### src/rtl/axi_lite_reg_slave.sv
// AXI4-Lite slave exposing NUM_REGS 32-bit control registers.
// Optional AXIL_REG_PROT_CHECK_EN: non-secure access to reg 0 gets SLVERR.
module axi_lite_reg_slave #(
    parameter int          ADDR_WIDTH = 32,
    parameter int          DATA_WIDTH = 32,
    parameter int          NUM_REGS   = 16,
    parameter logic [31:0] RESET_VAL  = '0
) (
    input  logic                           aclk,
    input  logic                           aresetn,
    input  logic [ADDR_WIDTH-1:0]          awaddr,
    input  logic [2:0]                     awprot,
    input  logic                           awvalid,
    output logic                           awready,
    input  logic [DATA_WIDTH-1:0]          wdata,
    input  logic [DATA_WIDTH/8-1:0]        wstrb,
    input  logic                           wvalid,
    output logic                           wready,
    output logic [1:0]                     bresp,
    output logic                           bvalid,
    input  logic                           bready,
    input  logic [ADDR_WIDTH-1:0]          araddr,
    input  logic [2:0]                     arprot,
    input  logic                           arvalid,
    output logic                           arready,
    output logic [DATA_WIDTH-1:0]          rdata,
    output logic [1:0]                     rresp,
    output logic                           rvalid,
    input  logic                           rready,
    output logic [NUM_REGS*DATA_WIDTH-1:0] reg_q,
    output logic [NUM_REGS-1:0]            reg_wr_pulse
);

    localparam int IDXW  = (NUM_REGS > 1) ? $clog2(NUM_REGS) : 1;
    localparam int STRBW = DATA_WIDTH / 8;
    localparam logic [ADDR_WIDTH-1:0] LIMIT = ADDR_WIDTH'(NUM_REGS * 4);
    localparam logic [1:0] OKAY   = 2'b00;
    localparam logic [1:0] SLVERR = 2'b10;

    typedef enum logic {W_COLLECT, W_RESP} wstate_t;
    typedef enum logic {R_IDLE, R_RESP} rstate_t;

    logic [NUM_REGS-1:0][DATA_WIDTH-1:0] regs;
    assign reg_q = regs;

    logic [IDXW-1:0] aw_idx, ar_idx;
    logic            aw_err, ar_err;
    logic            aw_prot_err, ar_prot_err;
    logic            unused_prot;

    assign aw_idx = awaddr[2 +: IDXW];
    assign ar_idx = araddr[2 +: IDXW];
    assign unused_prot = ^{awprot, arprot};

`ifdef AXIL_REG_PROT_CHECK_EN
    assign aw_prot_err = awprot[1] && (aw_idx == '0);
    assign ar_prot_err = arprot[1] && (ar_idx == '0);
`else
    assign aw_prot_err = 1'b0;
    assign ar_prot_err = 1'b0;
`endif

    assign aw_err = (awaddr >= LIMIT) || aw_prot_err;
    assign ar_err = (araddr >= LIMIT) || ar_prot_err;

    // write path
    wstate_t            wstate, wstate_d;
    logic               aw_got, aw_got_d, w_got, w_got_d;
    logic               aw_hs, w_hs, commit;
    logic [IDXW-1:0]    aw_idx_q, c_idx;
    logic               aw_err_q, c_err;
    logic [DATA_WIDTH-1:0] wdata_q, c_data;
    logic [STRBW-1:0]   wstrb_q, c_strb;

    assign aw_hs = awvalid && awready;
    assign w_hs  = wvalid && wready;

    // either channel may arrive on the commit edge itself
    assign c_idx  = aw_got ? aw_idx_q : aw_idx;
    assign c_err  = aw_got ? aw_err_q : aw_err;
    assign c_data = w_got ? wdata_q : wdata;
    assign c_strb = w_got ? wstrb_q : wstrb;

    always_comb begin
        wstate_d = wstate;
        aw_got_d = aw_got;
        w_got_d  = w_got;
        commit   = 1'b0;
        unique case (wstate)
            W_COLLECT: begin
                if (aw_hs) aw_got_d = 1'b1;
                if (w_hs)  w_got_d  = 1'b1;
                if (aw_got_d && w_got_d) begin
                    commit   = 1'b1;
                    wstate_d = W_RESP;
                end
            end
            W_RESP: begin
                if (bvalid && bready) begin
                    wstate_d = W_COLLECT;
                    aw_got_d = 1'b0;
                    w_got_d  = 1'b0;
                end
            end
        endcase
    end

    always_ff @(posedge aclk or negedge aresetn) begin
        if (!aresetn) begin
            wstate       <= W_COLLECT;
            aw_got       <= 1'b0;
            w_got        <= 1'b0;
            awready      <= 1'b0;
            wready       <= 1'b0;
            bvalid       <= 1'b0;
            bresp        <= OKAY;
            aw_idx_q     <= '0;
            aw_err_q     <= 1'b0;
            wdata_q      <= '0;
            wstrb_q      <= '0;
            reg_wr_pulse <= '0;
            regs         <= {NUM_REGS{RESET_VAL}};
        end else begin
            wstate       <= wstate_d;
            aw_got       <= aw_got_d;
            w_got        <= w_got_d;
            awready      <= (wstate_d == W_COLLECT) && !aw_got_d;
            wready       <= (wstate_d == W_COLLECT) && !w_got_d;
            reg_wr_pulse <= '0;
            if (aw_hs) begin
                aw_idx_q <= aw_idx;
                aw_err_q <= aw_err;
            end
            if (w_hs) begin
                wdata_q <= wdata;
                wstrb_q <= wstrb;
            end
            if (commit) begin
                bvalid <= 1'b1;
                bresp  <= c_err ? SLVERR : OKAY;
                if (!c_err) begin
                    reg_wr_pulse[c_idx] <= 1'b1;
                    for (int b = 0; b < STRBW; b++) begin
                        if (c_strb[b])
                            regs[c_idx][8*b +: 8] <= c_data[8*b +: 8];
                    end
                end
            end else if (bvalid && bready) begin
                bvalid <= 1'b0;
            end
        end
    end

    // read path
    rstate_t rstate, rstate_d;
    logic    ar_hs;

    assign ar_hs = arvalid && arready;

    always_comb begin
        rstate_d = rstate;
        unique case (rstate)
            R_IDLE: if (ar_hs) rstate_d = R_RESP;
            R_RESP: if (rvalid && rready) rstate_d = R_IDLE;
        endcase
    end

    always_ff @(posedge aclk or negedge aresetn) begin
        if (!aresetn) begin
            rstate  <= R_IDLE;
            arready <= 1'b0;
            rvalid  <= 1'b0;
            rdata   <= '0;
            rresp   <= OKAY;
        end else begin
            rstate  <= rstate_d;
            arready <= (rstate_d == R_IDLE);
            rvalid  <= (rstate_d == R_RESP);
            if (ar_hs) begin
                rdata <= ar_err ? '0 : regs[ar_idx];
                rresp <= ar_err ? SLVERR : OKAY;
            end
        end
    end

endmodule

### config.mk
export PLATFORM = sky130hd
export DESIGN_NAME = axi_lite_reg_slave
export DESIGN_NICKNAME = d
export VERILOG_FILES = /design/src/rtl/axi_lite_reg_slave.sv
export SDC_FILE = /design/constraint.sdc
export NUM_CORES = 1
export LEC_CHECK = 0
export BUFFER_PORTS_ARGS = -buffer_cell sky130_fd_sc_hd__buf_4
export CAP_MARGIN = 5
export CELL_PAD_IN_SITES_DETAIL_PLACEMENT = 1
export CELL_PAD_IN_SITES_GLOBAL_PLACEMENT = 1
export CORE_AREA = 2 2 269 271
export DETAILED_ROUTE_END_ITERATION = 6
export DIE_AREA = 0 0 271 273
export GPL_TIMING_DRIVEN = 1
export PLACE_DENSITY = 0.83
export SYNTH_ARGS = -nofsm -noshare
export SYNTH_HDL_FRONTEND = slang
export SYNTH_SLANG_ARGS = --single-unit
### constraint.sdc
create_clock -name aclk -period 3.05 [get_ports aclk]
set_clock_uncertainty 0.15 [all_clocks]
set_input_delay 0.61 -clock aclk [delete_from_list [all_inputs] [get_ports aclk]]
set_output_delay 0.61 -clock aclk [all_outputs]
set_load 0.05 [all_outputs]
-- Word-level counts from Yosys, hierarchy flattened
Cells that the tools add are included.
- $lt $le $gt $ge: 5
- muxes and demuxes: 52
- bitwise gates (word level): 5
- reduce and logical (&&, ||, !) cells: 13
- operators with widths (cell ; number):
    $mux 512 ; 10
    $bwmux 512 ; 4
    $demux 32 s4 ; 4
    $bmux 32 s4 ; 1
    $mux 32 ; 4
    $ge 32x7->1 const B ; 2
    $mux 16 ; 3
    $mux 24 ; 1
    $mux 1 ; 15
    $lt 4x5->1 const B ; 2
    $logic_and 1x1->1 ; 9
    $mux 4 ; 2
    $mux 8 ; 1
    $pmux 1 s2 ; 4
    $not 1->1 ; 5
    $demux 1 s4 ; 1
    $ge 4x1->1 const B ; 1
    $mux 2 ; 2
    $logic_not 1->1 ; 2
    $reduce_and 2->1 ; 1
    $reduce_bool 2->1 ; 1
- register bits: 613
- output and inout bits: 569
- word-level logic and storage cells: 107

-- Logic depth before layout (Yosys ltp)
Gate-level depths: netlist (run 1).
- word-level depth: 19
- gate-level depth with buffers: 8
- gate-level depth less buffers: 5

-- Least setup slack after synthesis (run 1)
No wires, ideal clock.
- kind: input to register
- start point: in awaddr[17]
- end point: reg regs (netlist bit reg_q[160])
- library setup time: 125 ps
- arrival time: 2452 ps
- required time: 2775 ps
- setup slack: 323 ps
- cell stages on the path: 7
- buffers on the path: 2
- cell sequence: nor4_1 > nand3_1 > o21ba_2 > buf_6 > buf_6 > nor3_4 > mux2_2
- longest elaborated chain between the ends: 4
- RTL lines (element ; RTL line ; source):
    from (decl) ; 11 ; input logic [ADDR_WIDTH-1:0] awaddr,
    $ge 32x7->1 ; 63 ; assign aw_err = (awaddr >= LIMIT) || aw_prot_err;
    $mux 1 ; 80 ; assign c_err = aw_got ? aw_err_q : aw_err;
    $not 1->1 (no source line) ; n/a ;
    $reduce_and 2->1 (no source line) ; n/a ;
    to (signal assigned) ; 122 ; regs <= {NUM_REGS{RESET_VAL}};
    to (signal, indexed assignment) ; 145 ; regs[c_idx][8*b +: 8] <= c_data[8*b +: 8];
    to (decl) ; 43 ; logic [NUM_REGS-1:0][DATA_WIDTH-1:0] regs;
No other way between the ends.
A chain may end at the register's enable or synchronous reset.

-- Worst setup path in the final report (run 1)
- start point: reg aw_got
- end point: reg regs (netlist bit reg_q[438])
- longest elaborated chain between the ends: 16
- elaborated cells on any way between the ends: 31
- RTL lines (element ; RTL line ; source):
    from (decl) ; 68 ; logic aw_got, aw_got_d, w_got, w_got_d;
    from (signal assigned) ; 125 ; aw_got <= aw_got_d;
    $mux 4 ; 79 ; assign c_idx = aw_got ? aw_idx_q : aw_idx;
    $demux 32 s4 ; 145 ;
    $bwmux 512 ; 145 ;
    $mux 512 ; 144 ; if (c_strb[b])
    $mux 512 ; 141 ; if (!c_err) begin
    $mux 512 ; 138 ; if (commit) begin
    $bwmux 512 ; 145 ;
    $mux 512 ; 144 ;
    $mux 512 ; 141 ;
    $mux 512 ; 138 ;
    $bwmux 512 ; 145 ;
    $mux 512 ; 144 ;
    $mux 512 ; 141 ;
    $mux 512 ; 138 ;
    $bwmux 512 ; 145 ;
    $mux 512 ; 144 ;
Several ways; a longest one is shown, not always the timed one. The select of a mux whose other input is x is not followed.

==> metrics.txt, run 1 <==
hold-critical path endpoint rstate; Sinks on Clock Net 611; CP endpoint kind flop; RSZ-0062 raised after global routing false; Max-slew headroom 0.466; total clock buffers created by CTS 69; post-layout worst setup margin 0.439 ns; mean routed wirelength per cell ~30 um; Net count, final 2654; Clock Tree Root clkbuf_16; synthesis warning total 0; post-route DRC violation count 0; Max Slew Vio Count 0; post-synthesis register bit count 611; Core Region 71000 um2; Crit Reg-Reg Startpoint aw_got; worst ir drop on vdd 0.471 mV; leading cell types in the layout, fill and taps excluded buf_4 (753), dfrtp_1 (610), mux2_2 (576); synthesized area 27500 um2; endpoint of the worst register-to-register path reg_q[438]; Post-CTS Resized 0; Design Power between 20 and 30 mW; Synth Area per Inst 15.4 um2; area used by multi-input combinational logic ~12000 um2; buffers from clock root to sink, at most 3; Starting Density 0.387; Hold Path Origin rready; filler cell count in the final layout a little under 7000; max-cap viol count 0; via count of the first global-routing pass 22500; R2R cell count 7; postcts setup bufs 0; Final setup violation count 0; number of iterations in the first detailed-routing pass 5; pin count of the biggest net entering global routing 99; Area Overhead vs Synth 35.9%; Sum Neg Setup Slack 0 ns; type of the setup path with the least slack reg -> reg; Worst-path clk slew 0.06 ns; placer congestion estimate 0.887; post-synthesis sequential area ratio 0.557; global-route congestion overflow total 0; worst endpoint required time 3.38 ns; worst slack, placed -0.0113 ns; worst slack on hold paths 0.0521 ns; leakage dissipation about 17 nW; number of enable-type register cells in the synthesized netlist 0; time the final worst path needs with I/O delays and setup 2.61 ns; count of port buffers added during placement ~670; post-synth cell types 43; ys async rst share 1.00; hold crit path type in -> reg; final hold violation count 0; clock insertion delay at the later pin of the skew report 0.62 ns; worst endpoint data arrival time 2.94 ns; overall routed net length 109000 um; number of placement rows 98; post-route cell area 37300 um2; count of nets left with antenna violations after detail routing 0; outcome completed; most common flop cell mapped by yosys dfrtp_1; vias post-DR 20400; cell area after placement ~35000 um2; Chip Width roughly 270 um; clock tree from TritonCTS built; CTS H-tree depth 3; number of antenna violations at the first check in global routing 7; initial drt markers 1346; launching element type of the critical path flop; most frequent standard cell in the layout excluding fill and tap cells buf_4; area taken by flip-flops and latches approximately 15000 um2; GRT Resource Usage Total 0.289; Worst Path Max Fanout 8; layout cell share with drive strength beyond 1 0.640; Die Y-Extent roughly 270 um; DR vias/cell between 5 and 6; worst hold path cell count 2; setup slack, reg-to-reg 0.44 ns; number of cells produced by synthesis around 1800; boundary pin count 682; HPWL after DPL around 76000 um; Power Density approximately 720 nW/um2; highest clock rate 0.383 GHz; DIE AREA 74000 um2; Tcrit/Tclk final 0.856; Worst-Margin Slew 0.801 ns; global-route wire length before repair ~160000 um
[stage by stage]
stage / cells / util
2_1_floorplan: 1782 / -
3_3_place_gp: 3419 / 0.493
3_5_place_dp: 3419 / 0.493
4_1_cts: 3539 / 0.526
5_1_grt: 3540 / 0.526
6_report: 3541 / 0.526
[worst max path at each step]
stage / start / to / slack (ns) / cells after the start
floorplan: awaddr[17] / reg_q[160] / 0.32 / 7
global placement: awaddr[12] / reg_q[184] / 0.02 / 9
detailed placement: awaddr[21] / reg_q[124] / -0.01 / 8
CTS: aw_got / reg_q[431] / 0.42 / 7
global route: wready / reg_q[438] / 0.30 / 6
finish: aw_got / reg_q[438] / 0.44 / 7
[synth_stat cells (5+ instances only)]
master / n / area share
mux4_2: 128 / 0.10
dfrtp_1: 611 / 0.56
mux2_1: 7 / 0.0029
nand2_1: 94 / 0.013
nor2_1: 10 / 0.0014
buf_2: 15 / 0.0027
buf_1: 16 / 0.0022
mux2_2: 576 / 0.24
o21ai_0: 7 / 0.0013
inv_1: 6 / 0.00082
a21oi_1: 7 / 0.0013
nand2b_1: 7 / 0.0016
a22o_1: 32 / 0.010
clkbuf_1: 87 / 0.012
nor4_1: 12 / 0.0027
and2_1: 12 / 0.0027
a22oi_1: 65 / 0.018
nand4_1: 5 / 0.0011
and3_1: 28 / 0.0064
nand3_1: 5 / 0.00091
nor3b_4: 7 / 0.0048
[worst max-delay path, stage by stage (launching register included)]
cell and delay [ns]:
dfrtp_1 0.40, buf_4 0.18, nand3b_1 0.26, a22oi_4 0.29, nand3_2 0.32, a211oi_4 0.37
buf_12 0.18, mux2_2 0.34
[routing by layer]
layer / up-vias / global-route usage / wire (um)
met5: - / 0 / 54
met4: 8 / 0.139 / 5520
met3: 315 / 0.0626 / 7320
met2: 917 / 0.498 / 55000
met1: 10900 / 0.345 / 40900
li1: 8216 / - / -
[report_power, final]
part	switching, mW	internal [mW]
Clock	3.54	4.96
Sequential	0.911	9.06
Combinational	5.69	2.82
Total	10.1	16.8
[layout make-up]
type,instances,area share
Multi-Input combinational cell,1042,0.314
Clock inverter,23,0.00805
Tap cell,950,0.0318
Antenna cell,2,0.000134
Inverter,6,0.000603
Sequential cell,611,0.410
Clock buffer,96,0.0536
Timing Repair Buffer,811,0.182
[cell families after synthesis]
family / count (synthesis) / share of synthesized area
AO/OA/AOI/OAI: 124 / 0.0369
multiplexers: 712 / 0.344
other: 1 / 0.000137
buffers and inverters: 129 / 0.0194
AND/OR/NAND/NOR: 204 / 0.0425
flip-flops: 611 / 0.557
[flip-flops by register name (all words and copies together), names as in the netlist, 4 cells and up]
register	flops
reg_q	512
rdata	32
wdata_q	32
reg_wr_pulse	16
aw_idx_q	4
wstrb_q	4
[repair_timing]
item / 4_1_cts / 5_1_grt
endpoints found under the setup margin: 0 / 0
hold buffers: 1 / 0
hold endpoints to repair: 36 / 0
Note: power is estimated with default switching activity, not from simulation.
==> run 2: changes to the inputs <==
- CORE_AREA: 2 2 269 271 -> 2 2 266 268
- CTS_BUF_LIST: unset -> sky130_fd_sc_hd__clkbuf_8
- CTS_CLUSTER_SIZE: unset -> 24
- DIE_AREA: 0 0 271 273 -> 0 0 268 270
- PLACE_DENSITY: 0.83 -> 0.85
==> metrics.txt, run 2 (synthesis results as in run 1) <==
leading cell types in the layout, fill and taps excluded buf_4 (775), dfrtp_1 (610), mux2_2 (576) (was buf_4 (753), dfrtp_1 (610), mux2_2 (576)); crit path cell chain dlygate4sd3_1, buf_4, or3b_4, a22oi_4, buf_4, nand2_1, nor3b_4, buf_4, mux2_2 (was buf_4, nand3b_1, a22oi_4, nand3_2, a211oi_4, buf_12, mux2_2); crit-path max cell delay 0.56 ns (was 0.40 ns); flip-flop count of the largest register, all copies and words added 512 (unchanged); post-route DRC violation count 0 (unchanged); leakage dissipation 17.6 nW (was 17.2 nW); Clock Tree Root clkbuf_8 (was clkbuf_16); cell occurring most often along the worst timing path buf_4; hold-critical path endpoint wdata_q[4] (was rstate); vias post-DR 21200 (was 20400); Max-slew headroom 0.489 (was 0.466); placer congestion estimate 0.886 (was 0.887); time the final worst path needs with I/O delays and setup 2.84 ns (was 2.61 ns); number of iterations in the first detailed-routing pass 6 (was 5); Max Slew Vio Count 0 (unchanged); clock tree from TritonCTS built (unchanged); type of the setup path with the least slack in -> reg (was reg -> reg); initial drt markers 1670 (was 1346); Chip Width 268 um (was 271 um); R2R cell count 8 (was 7); Net count, final 2742 (was 2654); CTS H-tree depth 3 (unchanged); number of placement rows 97 (was 98); worst endpoint required time 3.46 ns (was 3.38 ns); Area Overhead vs Synth 37.9% (was 35.9%); cell area after placement 35000 um2 (about the same); Crit Reg-Reg Startpoint aw_got (unchanged); Final setup violation count 0 (unchanged); highest clock rate 0.352 GHz (was 0.383 GHz); most frequent standard cell in the layout excluding fill and tap cells buf_4 (unchanged); Core Region 69500 um2 (was 71000 um2); Tcrit/Tclk final 0.932 (was 0.856); DR vias/cell 5.80 (was 5.76); Starting Density 0.395 (was 0.387); pin count of the biggest net entering global routing 110 (was 99); GRT Resource Usage Total 0.314 (was 0.289); number of antenna violations at the first check in global routing 9 (was 7); buffers from clock root to sink, at most 3 (unchanged); worst hold path cell count 2 (unchanged); worst endpoint data arrival time 3.25 ns (was 2.94 ns); Worst-path clk slew 0.07 ns (was 0.06 ns); number of standard cells in the final layout excluding fillers 3659 (was 3541); worst-path cell with the longest stage delay dlygate4sd3_1 (was dfrtp_1); layout cell share with drive strength beyond 1 0.641 (was 0.640); Design Power 27.4 mW (was 27.0 mW); outcome completed (unchanged); worst ir drop on vdd 0.605 mV (was 0.471 mV); HPWL after DPL 77600 um (was 76300 um); max-cap viol count 0 (unchanged); endpoint of the worst register-to-register path reg_q[45] (was reg_q[438]); boundary pin count 682 (unchanged); clock insertion delay at the later pin of the skew report 0.72 ns (was 0.62 ns); placed instance count 3422 (was 3419); launching element type of the critical path primary input (was flop); Worst Path Max Fanout 5 (was 8); Power Density 723 nW/um2 (about the same); hold crit path type in -> reg (unchanged); global-route congestion overflow total 0 (unchanged); post-route cell area 37900 um2 (was 37300 um2); via count of the first global-routing pass 23700 (was 22500); global-route wire length before repair 167000 um (was 158000 um); final hold violation count 0 (unchanged); DIE AREA 72400 um2 (was 74000 um2); count of nets left with antenna violations after detail routing 0 (unchanged); overall routed net length 114000 um (was 109000 um); RSZ-0062 raised after global routing false (unchanged); Worst-Margin Slew 0.766 ns (was 0.801 ns); total clock buffers created by CTS 104 (was 69); final core utilization 0.545 (was 0.526); Sinks on Clock Net 611 (unchanged); setup slack, reg-to-reg 0.29 ns (was 0.44 ns); mean routed wirelength per cell 31.2 um (was 30.7 um); count of port buffers added during placement 669 (unchanged); CP endpoint kind flop (unchanged); Die Y-Extent 270 um (was 273 um); Hold Path Origin wdata[4] (was rready)
## run 2: changes by cell type in the layout (fill, tap and decap cells not counted), moves of 3 or more
cell and change:
buf_12 -9, buf_4 +22, bufinv_16 +7, clkbuf_1 -12, clkbuf_16 -71, clkbuf_8 +124, clkinv_2 +11, clkinv_8 -3
diode_2 +3, dlygate4sd3_1 +40, inv_1 +14, inv_12 +4
## run 2: final cells by class
class	count	area, um2
Clock buffer	137	1890
Sequential cell	611	15300
Clock inverter	54	584
Inverter	6	22.5
Timing Repair Buffer	864	7170
Fill cell	6758	31700
Antenna cell	5	12.5
Tap cell	940	1180
Multi-Input combinational cell	1042	11700
## run 2: per-layer routing
layer  GRT usage  share of wire
met2       0.523           0.49
met4       0.164          0.059
met3      0.0779          0.075
met5           0        0.00052
met1       0.375           0.37
## run 2: what timing repair did
item,4_1_cts,5_1_grt
gates resized for setup,0,0
buffers inserted,0,0
hold endpoints to repair,73,0
hold buffers,41,0
## run 2: power by group
group          internal, mW  total, mW  switching [mW]  leakage [nW]
combinational          2.83       8.60            5.77          8.72
sequential             9.06       10.0           0.986          7.54
clock                  5.01       8.73            3.72          1.34
## run 2: stage by stage
stage	hold slack [ns]	setup TNS, ns	setup WS (ns)
floorplan	0.164	0	0.323
global placement	0.326	-0.0562	-0.0160
detailed placement	0.340	-0.119	-0.0175
CTS	0.0109	0	0.254
global route	0.0383	0	0.191
finish	0.0851	0	0.206
## run 2: critical path: cells and delay by family
kind	cells	cell delay [ns]
buffers and inverters	4	1.11
AO/OA/AOI/OAI	1	0.24
multiplexers	1	0.36
AND/OR/NAND/NOR	3	0.93
## run 2: worst max path at each step
stage | start | endpoint | depth (start not counted)
after floorplan | awaddr[17] | reg_q[160] | 7
final | awaddr[3] | reg_q[45] | 9
after global placement | awaddr[12] | reg_q[317] | 9
after detailed placement | awaddr[12] | reg_q[319] | 9
after global routing | w_got | reg_q[423] | 6
after CTS | awaddr[3] | reg_q[423] | 8
==> run 3: changes to the inputs <==
- CAP_MARGIN: 5 -> 20
- CORE_AREA: 2 2 266 268 -> 2 2 269 271
- CTS_BUF_LIST: sky130_fd_sc_hd__clkbuf_8 -> unset
- DIE_AREA: 0 0 268 270 -> 0 0 271 273
- PLACE_DENSITY: 0.85 -> 0.83
==> metrics.txt, run 3 (synthesis results as in run 1) <==
global-route congestion overflow total 0 (unchanged); total clock buffers created by CTS 69 (was 104); clock insertion delay at the later pin of the skew report 0.62 ns (was 0.72 ns); Worst-Margin Slew 0.792 ns (was 0.766 ns); Final setup violation count 0 (unchanged); filler cell count in the final layout 6908 (was 6758); count of nets left with antenna violations after detail routing 0 (unchanged); Max Slew Vio Count 0 (unchanged); final core utilization 0.527 (was 0.545); max-cap viol count 0 (unchanged); clock tree from TritonCTS built (unchanged); endpoint of the worst register-to-register path reg_q[437] (was reg_q[45]); postcts setup bufs 0 (unchanged); RSZ-0062 raised after global routing false (unchanged); overall routed net length 109000 um (was 114000 um); area taken by flip-flops and latches 15300 um2 (unchanged); number of iterations in the first detailed-routing pass 5 (was 6); count of port buffers added during placement 669 (unchanged); highest clock rate 0.385 GHz (was 0.352 GHz); number of antenna violations at the first check in global routing 6 (was 9); Starting Density 0.387 (was 0.395); global-route wire length before repair 158000 um (was 167000 um); post-route DRC violation count 0 (unchanged); Critical Path Start aw_got (was awaddr[3]); R2R cell count 7 (was 8); Tcrit/Tclk final 0.852 (was 0.932); Power Density 731 nW/um2 (was 723 nW/um2); leading cell types in the layout, fill and taps excluded buf_4 (753), dfrtp_1 (610), mux2_2 (576) (was buf_4 (775), dfrtp_1 (610), mux2_2 (576)); initial drt markers 1336 (was 1670); DR vias/cell 5.79 (was 5.80); launching element type of the critical path flop (was primary input); leakage dissipation 17.3 nW (was 17.6 nW); worst endpoint data arrival time 2.93 ns (was 3.25 ns); time the final worst path needs with I/O delays and setup 2.60 ns (was 2.84 ns); outcome completed (unchanged); buffers from clock root to sink, at most 3 (unchanged); Post-CTS Resized 0 (unchanged); CP endpoint kind flop (unchanged); Die Y-Extent 273 um (was 270 um); most frequent standard cell in the layout excluding fill and tap cells buf_4 (unchanged); Crit Reg-Reg Startpoint aw_got (unchanged); Worst-path clk slew 0.06 ns (was 0.07 ns); setup slack, reg-to-reg 0.45 ns (was 0.29 ns); hold crit path type in -> reg (unchanged); Sinks on Clock Net 611 (unchanged); number of placement rows 98 (was 97); final hold violation count 0 (unchanged); CTS H-tree depth 3 (unchanged); type of the setup path with the least slack reg -> reg (was in -> reg); Max-slew headroom 0.472 (was 0.489); layout cell share with drive strength beyond 1 0.641 (about the same); worst slack on hold paths 0.0604 ns (was 0.0851 ns); Area Overhead vs Synth 36.2% (was 37.9%); post-route cell area 37400 um2 (was 37900 um2); DIE AREA 74000 um2 (was 72400 um2); crit path capture reg_q[437] (was reg_q[45]); Chip Width 271 um (was 268 um); Clock Tree Root clkbuf_16 (was clkbuf_8); worst endpoint required time 3.39 ns (was 3.46 ns); via count of the first global-routing pass 22500 (was 23700); Net count, final 2654 (was 2742); pin count of the biggest net entering global routing 99 (was 110); worst ir drop on vdd 0.646 mV (was 0.605 mV); boundary pin count 682 (unchanged); cell area after placement 35000 um2 (about the same); GRT Resource Usage Total 0.289 (was 0.314); area used by multi-input combinational logic 11700 um2 (unchanged); flip-flop count of the largest register, all copies and words added 512 (unchanged); Worst Path Max Fanout 8 (was 5); placer congestion estimate 0.887 (was 0.886); HPWL after DPL 76300 um (was 77600 um); mean routed wirelength per cell 30.8 um (was 31.2 um); vias post-DR 20500 (was 21200); Core Region 71000 um2 (was 69500 um2)
run 3: cell count changes in the layout (fill, tap and decap cells not counted), sizes merged, moves of 4 or more:
cell / before / now
buf: 823 / 810
clkbuf: 137 / 93
clkinv: 22 / 15
diode: 5 / 1
dlygate4sd3: 41 / 1
inv: 25 / 10
run 3: cell type report:
cell class | instances | share of cell area
Inverter | 6 | 0.000602
Clock buffer | 93 | 0.0529
Antenna cell | 1 | 0.0000669
Clock inverter | 27 | 0.0110
Sequential cell | 611 | 0.409
Multi-Input combinational cell | 1042 | 0.313
Tap cell | 950 | 0.0318
Timing Repair Buffer | 811 | 0.181
run 3: repair_timing:
item                                   4_1_cts  5_1_grt
setup endpoints to repair                    0        0
hold buffers                                 1        0
endpoints found under the hold margin       36        0
run 3: report_power, final:
| group | internal [mW] | total, mW | switching (mW) |
|---|---|---|---|
| logic | 2.82 | 8.53 | 5.71 |
| clock network | 5.27 | 8.84 | 3.57 |
| registers | 9.06 | 9.97 | 0.912 |
| total | 17.2 | 27.3 | 10.2 |
run 3: through the flow:
step           TNS, ns  worst slack [ns]  power [mW]  std cells
2_1_floorplan        0             0.323        15.2       1782
6_report             0             0.452        27.3       3541
3_5_place_dp   -0.0234           -0.0113        18.6       3419
4_1_cts              0             0.412        27.5       3540
5_1_grt              0             0.309        28.3       3540
3_3_place_gp         0            0.0190        18.2       3419
run 3: critical path, stage by stage (launching register included):
cell and delay [ns]:
dfrtp_1 0.39, buf_4 0.17, nand3b_1 0.26, a22oi_4 0.29, nand3_2 0.32, a211oi_4 0.37
buf_12 0.18, mux2_2 0.35
run 3: how the worst min path moves through the flow:
stage | start | to | slack [ns] | cells past startpoint
after floorplan | aresetn | arready | 0.16 | 0
after global placement | aw_idx_q[2] | aw_idx_q[2] | 0.33 | 2
after detailed placement | wdata_q[13] | wdata_q[13] | 0.34 | 1
after CTS | rready | rstate | 0.01 | 2
after global routing | rready | rstate | 0.04 | 2
final | rready | rstate | 0.06 | 2
run 3: per-layer routing:
layer	vias up	part of all wire	GRT usage
li1	8218	-	-
met5	-	0.00050	0
met1	11000	0.37	0.346
met2	991	0.50	0.496
met3	292	0.072	0.0645
met4	8	0.049	0.138
